### config.mk
export PLATFORM = sky130hd
export DESIGN_NAME = prog_mem_arbiter
export DESIGN_NICKNAME = d
export VERILOG_FILES = /design/src/rtl/prog_mem_arbiter.sv
export SDC_FILE = /design/constraint.sdc
export NUM_CORES = 1
export LEC_CHECK = 0
export BUFFER_PORTS_ARGS = -buffer_cell sky130_fd_sc_hd__buf_2
export CAP_MARGIN = 20
export CELL_PAD_IN_SITES_DETAIL_PLACEMENT = 1
export CELL_PAD_IN_SITES_GLOBAL_PLACEMENT = 2
export CORE_AREA = 2 2 110 70
export DETAILED_ROUTE_END_ITERATION = 8
export DIE_AREA = 0 0 112 72
export MAX_ROUTING_LAYER = met4
export PLACE_DENSITY = 0.9
export SLEW_MARGIN = 10
export SYNTH_ARGS = -nofsm -noshare
export SYNTH_HDL_FRONTEND = slang
export SYNTH_SLANG_ARGS = --single-unit
export TNS_END_PERCENT = 5
### constraint.sdc
create_clock -name clk -period 4.3 [get_ports clk]
set_clock_uncertainty 0.15 [all_clocks]
set_input_delay 0.215 -clock clk [delete_from_list [all_inputs] [get_ports clk]]
set_output_delay 0.215 -clock clk [all_outputs]
set_load 0.005 [all_outputs]
### src/rtl/prog_mem_arbiter.sv
// Program SPRAM arbiter: loader > host > cpu fetch, with a host-burst
// fairness guard and read-valid strobes aligned to the 1-cycle RAM latency.
module prog_mem_arbiter #(
  parameter int unsigned PROG_ADDR_WIDTH = 14,
  parameter int unsigned HOST_BURST_MAX  = 4
) (
  input  logic                       clk,
  input  logic                       resetn,
  input  logic                       i_loaded,
  // loader (write-only)
  input  logic                       i_ld_req,
  input  logic [PROG_ADDR_WIDTH-1:0] i_ld_addr,
  input  logic [7:0]                 i_ld_wdata,
  output logic                       o_ld_gnt,
  // host / debug (read-write)
  input  logic                       i_host_req,
  input  logic                       i_host_we,
  input  logic [PROG_ADDR_WIDTH-1:0] i_host_addr,
  input  logic [7:0]                 i_host_wdata,
  output logic                       o_host_gnt,
  output logic                       o_host_rvalid,
  // cpu instruction fetch (read-only)
  input  logic                       i_cpu_req,
  input  logic [PROG_ADDR_WIDTH-1:0] i_cpu_addr,
  output logic                       o_cpu_gnt,
  output logic                       o_cpu_rvalid,
  // shared read data
  output logic [7:0]                 o_rdata,
  // program SPRAM
  output logic                       o_mem_en,
  output logic                       o_mem_we,
  output logic [PROG_ADDR_WIDTH-1:0] o_mem_addr,
  output logic [7:0]                 o_mem_wdata,
  input  logic [7:0]                 i_mem_rdata
);

  localparam int unsigned STREAK_W = $clog2(HOST_BURST_MAX + 1);
  localparam int unsigned DATA_W   = 8;

  logic [STREAK_W-1:0]        r_host_streak;
  logic [PROG_ADDR_WIDTH-1:0] r_mem_addr;
  logic [DATA_W-1:0]          r_mem_wdata;
  logic                       r_host_rvalid;
  logic                       r_cpu_rvalid;

  logic                       w_cpu_elig;
  logic                       w_cpu_force;
  logic                       w_ld_gnt;
  logic                       w_host_gnt;
  logic                       w_cpu_gnt;
  logic                       w_mem_en;
  logic                       w_mem_we;
  logic [PROG_ADDR_WIDTH-1:0] w_mem_addr;
  logic [DATA_W-1:0]          w_mem_wdata;
  logic [STREAK_W-1:0]        w_host_streak_nxt;

  // Fixed-priority grant; a saturated host streak lets an eligible cpu past the host once.
  always_comb begin
    w_cpu_elig  = i_cpu_req && i_loaded;
    w_cpu_force = w_cpu_elig && (r_host_streak == STREAK_W'(HOST_BURST_MAX));
    w_ld_gnt    = i_ld_req;
    w_host_gnt  = !i_ld_req && i_host_req && !w_cpu_force;
    w_cpu_gnt   = !i_ld_req && w_cpu_elig && (!i_host_req || w_cpu_force);
  end

  // RAM port mux; when idle, address and write data hold their last driven value.
  always_comb begin
    w_mem_en    = 1'b0;
    w_mem_we    = 1'b0;
    w_mem_addr  = r_mem_addr;
    w_mem_wdata = r_mem_wdata;
    if (w_ld_gnt) begin
      w_mem_en    = 1'b1;
      w_mem_we    = 1'b1;
      w_mem_addr  = i_ld_addr;
      w_mem_wdata = i_ld_wdata;
    end else if (w_host_gnt) begin
      w_mem_en    = 1'b1;
      w_mem_we    = i_host_we;
      w_mem_addr  = i_host_addr;
      w_mem_wdata = i_host_wdata;
    end else if (w_cpu_gnt) begin
      w_mem_en    = 1'b1;
      w_mem_addr  = i_cpu_addr;
    end
  end

  // Host streak: counts host grants while cpu waits, saturating; cleared by a cpu grant or an ineligible cpu.
  always_comb begin
    w_host_streak_nxt = r_host_streak;
    if (w_cpu_gnt || !w_cpu_elig) begin
      w_host_streak_nxt = '0;
    end else if (w_host_gnt && (r_host_streak != STREAK_W'(HOST_BURST_MAX))) begin
      w_host_streak_nxt = r_host_streak + STREAK_W'(1);
    end
  end

  // Arbiter state, held RAM port values and read-valid pipeline.
  always_ff @(posedge clk or negedge resetn) begin
    if (!resetn) begin
      r_host_streak <= '0;
      r_mem_addr    <= '0;
      r_mem_wdata   <= '0;
      r_host_rvalid <= 1'b0;
      r_cpu_rvalid  <= 1'b0;
    end else begin
      r_host_streak <= w_host_streak_nxt;
      r_mem_addr    <= w_mem_addr;
      r_mem_wdata   <= w_mem_wdata;
      r_host_rvalid <= w_host_gnt && !i_host_we;
      r_cpu_rvalid  <= w_cpu_gnt;
    end
  end

  assign o_ld_gnt      = w_ld_gnt;
  assign o_host_gnt    = w_host_gnt;
  assign o_cpu_gnt     = w_cpu_gnt;
  assign o_host_rvalid = r_host_rvalid;
  assign o_cpu_rvalid  = r_cpu_rvalid;
  assign o_rdata       = i_mem_rdata;
  assign o_mem_en      = w_mem_en;
  assign o_mem_we      = w_mem_we;
  assign o_mem_addr    = w_mem_addr;
  assign o_mem_wdata   = w_mem_wdata;

endmodule

**Word-level counts from Yosys, hierarchy flattened**

Index checks and enable logic that the tools add are counted.
Widths: inputs -> output; s select.

- $add $sub $neg: 1
- Multipliers: 0
- Div/mod/pow operators: 0
- Order comparisons: 0
- Equal/unequal tests: 2
- Shift operators: 0
- Multiplexer cells: 12
- Bitwise gates (word level): 0
- Reduce and logical (&&, ||, !) cells: 16

Operators with widths:

| kind | count |
|---|---|
| $mux 14 | 3 |
| $mux 8 | 2 |
| $logic_and 1x1->1 | 8 |
| $mux 3 | 2 |
| $logic_not 1->1 | 5 |
| $mux 1 | 5 |
| $add 3x1->3 const B | 1 |
| $eq 3x3->1 const B | 1 |
| $ne 3x3->1 const B | 1 |
| $logic_or 1x1->1 | 2 |
| $reduce_bool 2->1 | 1 |

- Flip-flop bits (word level): 27
- Bits in latches: 0
- RAM bits: 0
- Memory bits (read-only): 0
- Logic and storage cells: 36
- Memories kept: 0

**Longest topological paths before layout**

Gate-level depths: netlist of the first run.

- Depth after elaboration: 7
- Depth in mapped cells: 7
- Gate-level depth less buffers: 5

**Worst setup path after synthesis of the first run**

Ideal clock, no wire load.

- Kind: reg-to-output
- Start: reg r_host_streak[0]
- End: out o_mem_addr[0]
- Arrival time: 1.444 ns
- Slack: 2.491 ns
- Cell stages (with the launch flop): 8
- Path through: dfrtp_1 > inv_1 > ha_1 > and4_1 > buf_2 > buf_4 > nor4b_1 > a221oi_2

- Word-level cells in the longest chain between the ends: 7

Ends and longest elaborated chain:

| item | line | RTL |
|---|---|---|
| start: declaration | 40 | `logic [STREAK_W-1:0] r_host_streak;` |
| start signal: assignment | 107 | `r_host_streak <= w_host_streak_nxt;` |
| $eq 3x3->1 * | 60 | `w_cpu_force = w_cpu_elig && (r_host_streak == STREAK_W'(HOST_BURST_MAX));` |
| $logic_and 1x1->1 * | 60 |  |
| $logic_or 1x1->1 | 63 | `w_cpu_gnt = !i_ld_req && w_cpu_elig && (!i_host_req \|\| w_cpu_force);` |
| $logic_and 1x1->1 | 63 |  |
| $mux 14 | 82 | `end else if (w_cpu_gnt) begin` |
| $mux 14 * | 77 | `end else if (w_host_gnt) begin` |
| $mux 14 * | 72 | `if (w_ld_gnt) begin` |
| end: declaration | 32 | `output logic [PROG_ADDR_WIDTH-1:0] o_mem_addr,` |

Every way passes the cells marked *; elsewhere a longest branch is shown, timed or not.

**Worst setup path in the final report of the first run**

- Start: reg r_host_streak[0]
- End: out o_mem_addr[13]

Same word-level chain as after synthesis.

==> metrics.cfg, run 1 <==
[sta]
finalHoldViolCount=0
fin_tns_setup_ns=0
holdWs_ns=0.05569
finalSetupViolCount=0
finalCritPeriodShare=0.6056
rsz0062_at_grt=no
tightest_slew_ns=0.9732
period_needed_ns=2.604
slew_headroom=0.3492
drv_slew=0
fmax_mhz=384.0

[logic_synthesis]
yosysSeqAreaShare=0.3950
synth_edf_count=0
synth_top_family_by_area=simple AND/OR/NAND/NOR gates
synth_top_cell_by_area=dfrtp_1
postSynthAreaPerCell_um2=10.12
synth.distinct_cells=28
synthArstFlopShare=1.000
synth_xor_area_frac=0
ys_ff_latch=27
synth_area_leaders=dfrtp_1 40%, mux2i_1 8.2%, a221oi_2 7.9%
syn-cell-area_mm2=0.001710
synth_adder_area_share=0.01463
synth_nets=244
synth_top_area_frac=0.3950
yosysMostFrequentCell=dfrtp_1
netlist_instances=169
synth_top_cells_by_count=27 x dfrtp_1, 24 x inv_1, 14 x mux2i_1, 14 x nor4b_1, 13 x nand2_1
synth-simple-area-share=0.1887
ys_warn_count=0
synthMuxAreaShare=0.08193
synthFlopType=dfrtp_1
synth_compound_area_frac=0.1668

[clocking]
cts_max_level=1
clockBufferDepth=2
clkSinkCount=27
cts_tree=built
numCtsBuffers=3
root_buffer=clkbuf_16
clk_latency_ns=0.26
clkSlewWorstSetupHoldPaths_ns=0.07
ctsResizeCount=0

[place]
io_buffers=93
place_area_mm2=0.002133
routabilityCongestion=0.7364
hpwl_mm=3.833
placedCellCount=329

[detailed_routing]
drtPass1Iterations=4
drt_iter0_drc=96
routedWlPerCell_um=15.75
postRouteAntennaNets=0
routed_wl_mm=5.276
vias_per_cell=4.588
num_vias=1537
route.detailed.drc=0

[floorplanning]
start_util=0.2434
core-area_mm2=0.007027
io_pins=110
fp.dieH_um=72
die_area_mm2=0.008064
die_width_um=112
rows=24

[status]
outcome=finished clean

[setup_path]
crit_buf_inv=2
crit_chain=inv_1 > ha_1 > nand4_1 > a21oi_2 > a221oi_1 > buf_2
arrival_ns=2.24
critical_path.max_fanout=14
end_kind=output port
path_class=reg -> out
cp_top_family=compound AO/OA/AOI/OAI gates
startpoint_type=flip-flop
critPathSlowestCell=a21oi_2
worst_path_largest_cell_delay_ns=0.73
worstPathRequired_ns=3.93

[pwr]
power_density_mw_per_mm2=288.2
ir_worst_vdd_mv=0.1933
power.share.switching=0.2698
p_leak_nw=1.142
clkPwrFrac=0.340
pwr-share-comb=0.225
power_frac_seq=0.435
switchingPower_mw=0.1737
p_int_mw=0.4701

[cells_and_area]
fin_util=0.3178
fin_area_mm2=0.002233
final_layout_size_suffix_gt1_frac=0.4467
final_net_count=320
final_cells=335
area_growth_pct=30.58
diodes=0

[global_route]
grt_start_max_net_pins=65
antenna_found_initial=0
overflow=0
grt_pass1_wl_mm=8.445
track_usage=0.1321
grt_pass1_vias=1686

[hold_path]
hold_path.class=in -> reg

[run]
cap_violations=0

==> registers in the layout, summed over array words and instances, names as in the netlist <==
| signal | flops |
|---|---|
| r_host_streak | 3 |
| r_mem_addr | 14 |
| r_mem_wdata | 8 |
| o_cpu_rvalid | 1 |
| o_host_rvalid | 1 |
==> layer usage <==
layer | wire [um] | GRT usage | up-vias | part of all wire
met1 | 2580 | 0.1764 | 729 | 0.49
met2 | 2341 | 0.2121 | 53 | 0.44
met3 | 342 | 0.03759 | 2 | 0.065
li1 | - | - | 753 | -
met4 | 11 | 0.008130 | 0 | 0.0021
met5 | 0 | - | - | 0
==> metrics by stage <==
stage | worst slack, ns | power, mW
3_5_place_dp | 1.959 | 0.4312
2_1_floorplan | 2.491 | 0.3680
4_1_cts | 1.650 | 0.6545
6_report | 1.696 | 0.6438
5_1_grt | 1.530 | 0.6800
3_3_place_gp | 2.014 | 0.4265
==> repair_timing <==
action,4_1_cts,5_1_grt
hold buffers,2,0
hold endpoints to repair,28,0
setup buffers,0,0
==> power groups by stage <==
stage	combinational, mW	sequential, mW	clock, mW
floorplan	0.0843	0.284	0
global placement	0.142	0.285	0
detailed placement	0.146	0.286	0
CTS	0.147	0.281	0.227
global route	0.161	0.283	0.236
finish	0.145	0.280	0.219
==> final timing paths <==
path / startpoint / end / slack (ns) / depth (start not counted)
max: r_host_streak[0] / o_mem_addr[13] / 1.70 / 6
min: i_ld_wdata[5] / r_mem_wdata[5] / 0.06 / 3
max reg2reg: r_host_streak[0] / r_mem_addr[13] / 2.19 / 5
min reg2reg: r_host_streak[1] / r_host_streak[1] / 0.41 / 2
max in group asynchronous: resetn / r_mem_addr[2] / 3.22 / 2
min in group asynchronous: resetn / r_mem_wdata[0] / 0.37 / 2
==> cell type report <==
| type | count | area [um2] |
|---|---|---|
| sequential | 27 | 675.6 |
| multi-input combinational | 92 | 773.2 |
| timing repair buffer | 97 | 500.5 |
| fill | 847 | 4793 |
| clock buffer | 3 | 75.07 |
| clock inverter | 1 | 5.005 |
| tap | 91 | 113.9 |
| inverter | 24 | 90.09 |
==> worst min-delay path, stage by stage <==
cell      delay [ns]
buf_2           0.07
nand2_1         0.05
o311ai_1        0.09
==> cells in the final DEF (no fill, tap or decap) <==
cell | synthesis | routed
a21o_1 | 1 | 1
a21oi_1 | 3 | 3
a21oi_2 | 1 | 1
a221oi_1 | 5 | 5
a221oi_2 | 9 | 9
and2_1 | 1 | 1
and4_1 | 1 | 1
buf_2 | 4 | 93
buf_4 | 12 | 2
clkbuf_16 | 0 | 3
clkinv_2 | 0 | 1
dfrtp_1 | 27 | 27
dlygate4sd3_1 | 0 | 2
ha_1 | 2 | 2
inv_1 | 24 | 24
mux2i_1 | 14 | 14
nand2_1 | 13 | 13
nand3_1 | 1 | 1
nand3b_1 | 1 | 1
nand4_1 | 1 | 1
nand4b_1 | 9 | 9
nand4bb_1 | 1 | 1
nor2_1 | 4 | 4
nor3_1 | 1 | 1
nor3b_1 | 1 | 1
nor4b_1 | 14 | 14
o21ai_1 | 1 | 1
o311ai_1 | 8 | 8
==> kinds of logic after synthesis <==
group / count (synthesis)
buf+inv: 50
simple gates: 48
compound gates: 28
flops: 27
mux: 14
fa+ha+maj: 2
No activity file was read; power rests on OpenSTA's default activity.
==> inputs of run 2 (changes only) <==
--- a/config.mk
+++ b/config.mk
@@ -9,11 +9,11 @@
 export CAP_MARGIN = 20
 export CELL_PAD_IN_SITES_DETAIL_PLACEMENT = 1
 export CELL_PAD_IN_SITES_GLOBAL_PLACEMENT = 2
-export CORE_AREA = 2 2 110 70
+export CORE_AREA = 2 2 120 75
 export DETAILED_ROUTE_END_ITERATION = 8
-export DIE_AREA = 0 0 112 72
+export DIE_AREA = 0 0 122 77
 export MAX_ROUTING_LAYER = met4
-export PLACE_DENSITY = 0.9
+export PLACE_DENSITY = 0.82
 export SLEW_MARGIN = 10
 export SYNTH_ARGS = -nofsm -noshare
 export SYNTH_HDL_FRONTEND = slang
==> constraint.sdc (replaced) <==
create_clock -name clk -period 2.2 [get_ports clk]
set_clock_uncertainty 0.15 [all_clocks]
set_input_delay 0.11 -clock clk [delete_from_list [all_inputs] [get_ports clk]]
set_output_delay 0.11 -clock clk [all_outputs]
set_load 0.005 [all_outputs]
==> run 2 against run 1 <==
Worst setup slack worse by 1.6 ns; critical path depth increased by 1; core utilization grew 2.2 points; via count grew 16%; sequential power up 96%; register-to-register slack got worse by 1.9 ns; largest cell class unchanged; critical endpoint is now o_mem_addr[11].
==> metrics.cfg, run 2 (same netlist as run 1, synthesis figures left out) <==
[cells_and_area]
reg.largest.list=r_mem_addr x14, r_mem_wdata x8, r_host_streak x3
area_growth_pct=64.96
fin_util=0.3401  ; +0.02228
diodes=0  ; unchanged
largest_register=r_mem_addr
mostFrequentLayoutCells=93 x buf_2, 27 x dfrtp_1, 25 x dlygate4sd3_1
final_cells=395  ; +18%
final_net_count=359  ; +12%
layout_commonest_cell=buf_2
largest_register_ffs=14  ; unchanged
fin_area_mm2=0.002821  ; +26%
final_layout_size_suffix_gt1_frac=0.5088  ; +0.06211

[floorplanning]
fp.dieH_um=77  ; +6.9%
start_util=0.2062  ; -0.03723
core-area_mm2=0.008295  ; +18%
die_area_mm2=0.009394  ; +16%
die_width_um=122  ; +8.9%
rows=26  ; +8.3%
io_pins=110  ; unchanged

[pwr]
p_leak_nw=1.382  ; +21%
total_power_mw=1.367  ; +110%
power_density_mw_per_mm2=484.5  ; +68%
ir_worst_vdd_mv=0.2557  ; +32%

[global_route]
grt_pass1_vias=1943  ; +15%
antenna_found_initial=0  ; unchanged
grt_start_max_net_pins=35  ; -46%
track_usage=0.1352  ; +0.003168
grt_pass1_wl_mm=9.811  ; +16%
overflow=0  ; unchanged

[place]
dp_slack_ns=-0.1133  ; -2.072 ns
io_buffers=93  ; unchanged
routabilityCongestion=0.7587  ; +3.0%
placedCellCount=354  ; +7.6%
hpwl_mm=4.026  ; +5.0%
place_area_mm2=0.002190  ; +2.6%

[clocking]
root_buffer=clkbuf_16
cts_tree=built
numCtsBuffers=3  ; unchanged
clockBufferDepth=2  ; unchanged
clk_latency_ns=0.26  ; about the same
cts_max_level=1  ; unchanged
clkSlewWorstSetupHoldPaths_ns=0.07  ; about the same
clkSinkCount=27  ; unchanged

[detailed_routing]
postRouteAntennaNets=0  ; unchanged
route.detailed.drc=0  ; unchanged
num_vias=1782  ; +16%
drtPass1Iterations=4  ; unchanged
drt_iter0_drc=42  ; -56%
routedWlPerCell_um=16.08  ; +2.1%
routed_wl_mm=6.352  ; +20%
vias_per_cell=4.511  ; -1.7%

[sta]
fmax_mhz=471.7
fin_tns_setup_ns=0  ; unchanged
slew_headroom=0.5485  ; +0.1992
finalCritPeriodShare=0.9636
rsz0062_at_grt=no
drv_slew=0  ; unchanged
period_needed_ns=2.120
tightest_slew_ns=0.6773  ; -0.2959 ns
finalSetupViolCount=0  ; unchanged
setup_ws_ns=0.08012  ; -1.616 ns
holdWs_ns=0.01846  ; -0.03722 ns
finalHoldViolCount=0  ; unchanged

[setup_path]
startpoint_type=flip-flop
r2r_start=r_host_streak[0]
arrival_ns=1.86  ; -0.38 ns
path_class=reg -> out
worstPathRequired_ns=1.94  ; -1.99 ns
critical_path.max_fanout=7  ; -7
end_kind=output port
crit_path_start=r_host_streak[0]

[hold_path]
hp-start=i_host_wdata[3]
hold_path.class=in -> reg

[status]
outcome=finished clean

[run]
cap_violations=0  ; unchanged

==> run 2: cell count changes in the layout (fill, tap and decap cells not counted), sizes merged <==
cell         delta
clkbuf          +1
dlygate4sd3    +23
buf            +14
and2            +1
==> run 2: repair_timing <==
item / CTS / global route
resized for setup: 21 / 14
setup endpoints to repair: 29 / 21
endpoints found under the hold margin: 49 / 0
pin swaps: 2 / 1
gates cloned: 1 / 1
buffers inserted: 4 / 6
hold buffers: 25 / 0
==> run 2: final timing paths <==
path,endpoint,slack (ns),cells after the start
hold / removal,r_mem_wdata[3],0.02,3
min in group asynchronous,r_mem_wdata[4],0.27,2
setup reg to reg,r_mem_addr[8],0.26,8
max in group asynchronous,r_host_streak[2],1.18,2
hold reg to reg,r_host_streak[1],0.42,2
setup / recovery,o_mem_addr[11],0.08,7
==> run 2: layout make-up <==
| cell class | count | area [um2] |
|---|---|---|
| inverters | 24 | 90.09 |
| multi-input cells | 93 | 964.7 |
| repair buffers | 135 | 870.8 |
| fillers | 962 | 5474 |
| clock inverters | 1 | 5.005 |
| flip-flops and latches | 27 | 675.6 |
| clock buffers | 3 | 75.07 |
| well taps | 112 | 140.1 |
==> run 2: critical path, cell delays in order (launching register included) <==
cell and delay, ns:
dfrtp_1 0.40, inv_2 0.07, ha_4 0.17, and4_4 0.20, clkbuf_4 0.18, nor4b_1 0.35, a221oi_2 0.07, buf_2 0.15
==> run 2: power breakdown <==
| group | switching (mW) | leakage (nW) | internal (mW) | total [mW] |
|---|---|---|---|---|
| logic | 0.185 | 1.02 | 0.200 | 0.385 |
| clock network | 0.188 | 0.0409 | 0.246 | 0.434 |
| registers | 0.0116 | 0.322 | 0.536 | 0.548 |
==> run 2: routing by layer <==
layer	up-vias	GRT usage	part of all wire
met5	-	-	0
met4	0	0.01724	0.0054
met3	6	0.03571	0.062
li1	836	-	-
met1	877	0.1672	0.46
met2	63	0.2279	0.47
==> inputs of run 3 (changes only) <==
--- a/config.mk
+++ b/config.mk
@@ -5,6 +5,7 @@
 export SDC_FILE = /design/constraint.sdc
 export NUM_CORES = 1
 export LEC_CHECK = 0
+export ABC_CLOCK_PERIOD_IN_PS = 2200
 export BUFFER_PORTS_ARGS = -buffer_cell sky130_fd_sc_hd__buf_2
 export CAP_MARGIN = 20
 export CELL_PAD_IN_SITES_DETAIL_PLACEMENT = 1
==> constraint.sdc (replaced) <==
create_clock -name clk -period 2.2 [get_ports clk]
set_clock_uncertainty 0.15 [all_clocks]
set_input_delay 0.11 -clock clk [delete_from_list [all_inputs] [get_ports clk]]
set_output_delay 0.11 -clock clk [all_outputs]
set_load 0.1 [all_outputs]
==> run 3 against run 2 <==
Hold slack got worse by 0.013 ns; non-clock buffer count fell by 3; critical path type unchanged; first-iteration DRC count rose by 21%; global-route usage rose by 1.9 points; sequential cell count did not move; highest routed layer unchanged; the flow now finishes with violations (setup timing); power rose by 41%.
==> metrics.cfg, run 3 (same netlist as run 1, synthesis figures left out) <==
[place]
dp_slack_ns=0.1132  ; +0.2265 ns
placedCellCount=364  ; +2.8%
place_area_mm2=0.002963  ; +35%
hpwl_mm=4.480  ; +11%
io_buffers=93  ; unchanged
routabilityCongestion=0.7143  ; -5.9%

[cells_and_area]
final_layout_size_suffix_gt1_frac=0.5750  ; +0.06617
reg.largest.list=r_mem_addr x14, r_mem_wdata x8, r_host_streak x3
nFillCells=905  ; -5.9%
final_net_count=356  ; -0.84%
layout_commonest_cell=buf_2
fin_util=0.4136  ; +0.07345
area_growth_pct=100.6
largest_register=r_mem_addr
mostFrequentLayoutCells=67 x buf_2, 27 x dfrtp_1, 26 x buf_12
final_cells=392  ; -0.76%
regArea_um2=675.6  ; unchanged
fin_area_mm2=0.003431  ; +22%
multi_input_area_mm2=0.001227  ; +27%
diodes=0  ; unchanged
largest_register_ffs=14  ; unchanged

[setup_path]
worstPathRequired_ns=1.94  ; about the same
arrival_ns=1.94  ; +0.08 ns
r2r_end=r_mem_addr[11]
r2r_start=r_host_streak[0]
rr_worst_depth=6  ; -2
critical_path.max_fanout=5  ; -2
startpoint_type=flip-flop
worst_path_largest_cell_delay_ns=0.46  ; +0.06 ns
path_class=reg -> out
cp_top_family=simple AND/OR/NAND/NOR gates
crit_buf_inv=3  ; unchanged
reg2reg_slack_ns=0.43  ; +0.17 ns
end_kind=output port
critPathSlowestCell=nor4b_1
crit_chain=inv_2 > ha_4 > and4_4 > buf_6 > nor4b_1 > a221oi_4 > buf_12

[floorplanning]
core-area_mm2=0.008295  ; unchanged
fp.dieH_um=77  ; unchanged
start_util=0.2062  ; unchanged
io_pins=110  ; unchanged
rows=26  ; unchanged
die_area_mm2=0.009394  ; unchanged
die_width_um=122  ; unchanged

[hold_path]
hold_depth=3  ; unchanged
hp-start=i_ld_addr[13]
hold_end=r_mem_addr[13]
hold_path.class=in -> reg

[sta]
rsz0062_at_grt=yes
slew_headroom=0.5412  ; -0.007313
setup_ws_ns=-0.004327  ; -0.08445 ns
tightest_slew_ns=0.6883  ; +0.01097 ns
fmax_mhz=453.7  ; -3.8%
holdWs_ns=0.005417  ; -0.01305 ns
period_needed_ns=2.204  ; +0.08445 ns
finalSetupViolCount=1  ; +1
finalHoldViolCount=0  ; unchanged
finalCritPeriodShare=1.002  ; +0.03838
fin_tns_setup_ns=-0.004327  ; -0.004327 ns
drv_slew=0  ; unchanged

[detailed_routing]
postRouteAntennaNets=0  ; unchanged
drt_iter0_drc=51  ; +21%
routedWlPerCell_um=16.94  ; +5.3%
vias_per_cell=4.474  ; -0.82%
num_vias=1754  ; -1.6%
routed_wl_mm=6.639  ; +4.5%
drtPass1Iterations=4  ; unchanged
route.detailed.drc=0  ; unchanged

[clocking]
root_buffer=clkbuf_16
clockBufferDepth=2  ; unchanged
cts_tree=built
cts_max_level=1  ; unchanged
numCtsBuffers=3  ; unchanged
clkSlewWorstSetupHoldPaths_ns=0.07  ; about the same
clk_latency_ns=0.27  ; about the same
clkSinkCount=27  ; unchanged

[pwr]
p_leak_nw=1.583  ; +15%
total_power_mw=1.930  ; +41%
power_density_mw_per_mm2=562.5  ; +16%
ir_worst_vdd_mv=0.2751  ; +7.6%

[global_route]
track_usage=0.1542  ; +0.01899
grt_pass1_vias=2041  ; +5.0%
grt_pass1_wl_mm=10.92  ; +11%
grt_start_max_net_pins=47  ; +34%
overflow=0  ; unchanged
antenna_found_initial=0  ; unchanged

[run]
cap_violations=0  ; unchanged

[status]
violations=setup timing
outcome=complete, but fails checks

run 3: cell count changes in the layout (fill, tap and decap cells not counted), sizes merged:
cell	previous run	this run
dlygate4sd3	25	16
clkinv	1	0
buf	109	115
clkbuf	4	5
run 3: metal layers:
metal  GRT usage  share of wire  vias up
li1            -              -      832
met1      0.1861           0.44      859
met2      0.2659           0.49       59
met3     0.04315          0.064        4
met4     0.01494         0.0026        0
met5           -              0        -
run 3: power by group:
part / switching [mW] / total, mW / internal (mW) / leakage (nW)
combinational: 0.583 / 0.937 / 0.354 / 1.22
clock: 0.196 / 0.445 / 0.249 / 0.0382
sequential: 0.0118 / 0.548 / 0.536 / 0.322
run 3: final cells by class:
cell class                 instances  area share
clock buffer                       4     0.02298
inverter                          24     0.02626
multi-input combinational         93      0.3578
sequential                        27      0.1969
tap                              112     0.04085
timing repair buffer             132      0.3552
run 3: tightest hold or removal path: cells and delay by family:
kind / cells / cell delay (ns)
AOI/OAI and AO/OA: 1 / 0.08
buffers and inverters: 2 / 0.18
run 3: worst max-delay path by stage:
stage                          start        endpoint  slack, ns  cells past startpoint
finish              r_host_streak[0]  o_mem_addr[11]     -0.004                      7
global route        r_host_streak[0]  o_mem_wdata[3]      -0.07                      7
CTS                 r_host_streak[0]  o_mem_wdata[3]      -0.07                      7
detailed placement  r_host_streak[0]  o_mem_wdata[1]       0.11                      6
global placement    r_host_streak[1]  o_mem_wdata[1]       0.13                      6
floorplan           r_host_streak[0]  r_mem_addr[13]      -0.51                      5
run 3: what timing repair did:
action | CTS | global route
setup endpoints to repair | 25 | 25
hold buffers | 16 | 0
resized for setup | 11 | 22
pin swaps | 5 | 9
gates cloned | 1 | 1
setup buffers | 4 | 5
endpoints found under the hold margin | 42 | 0
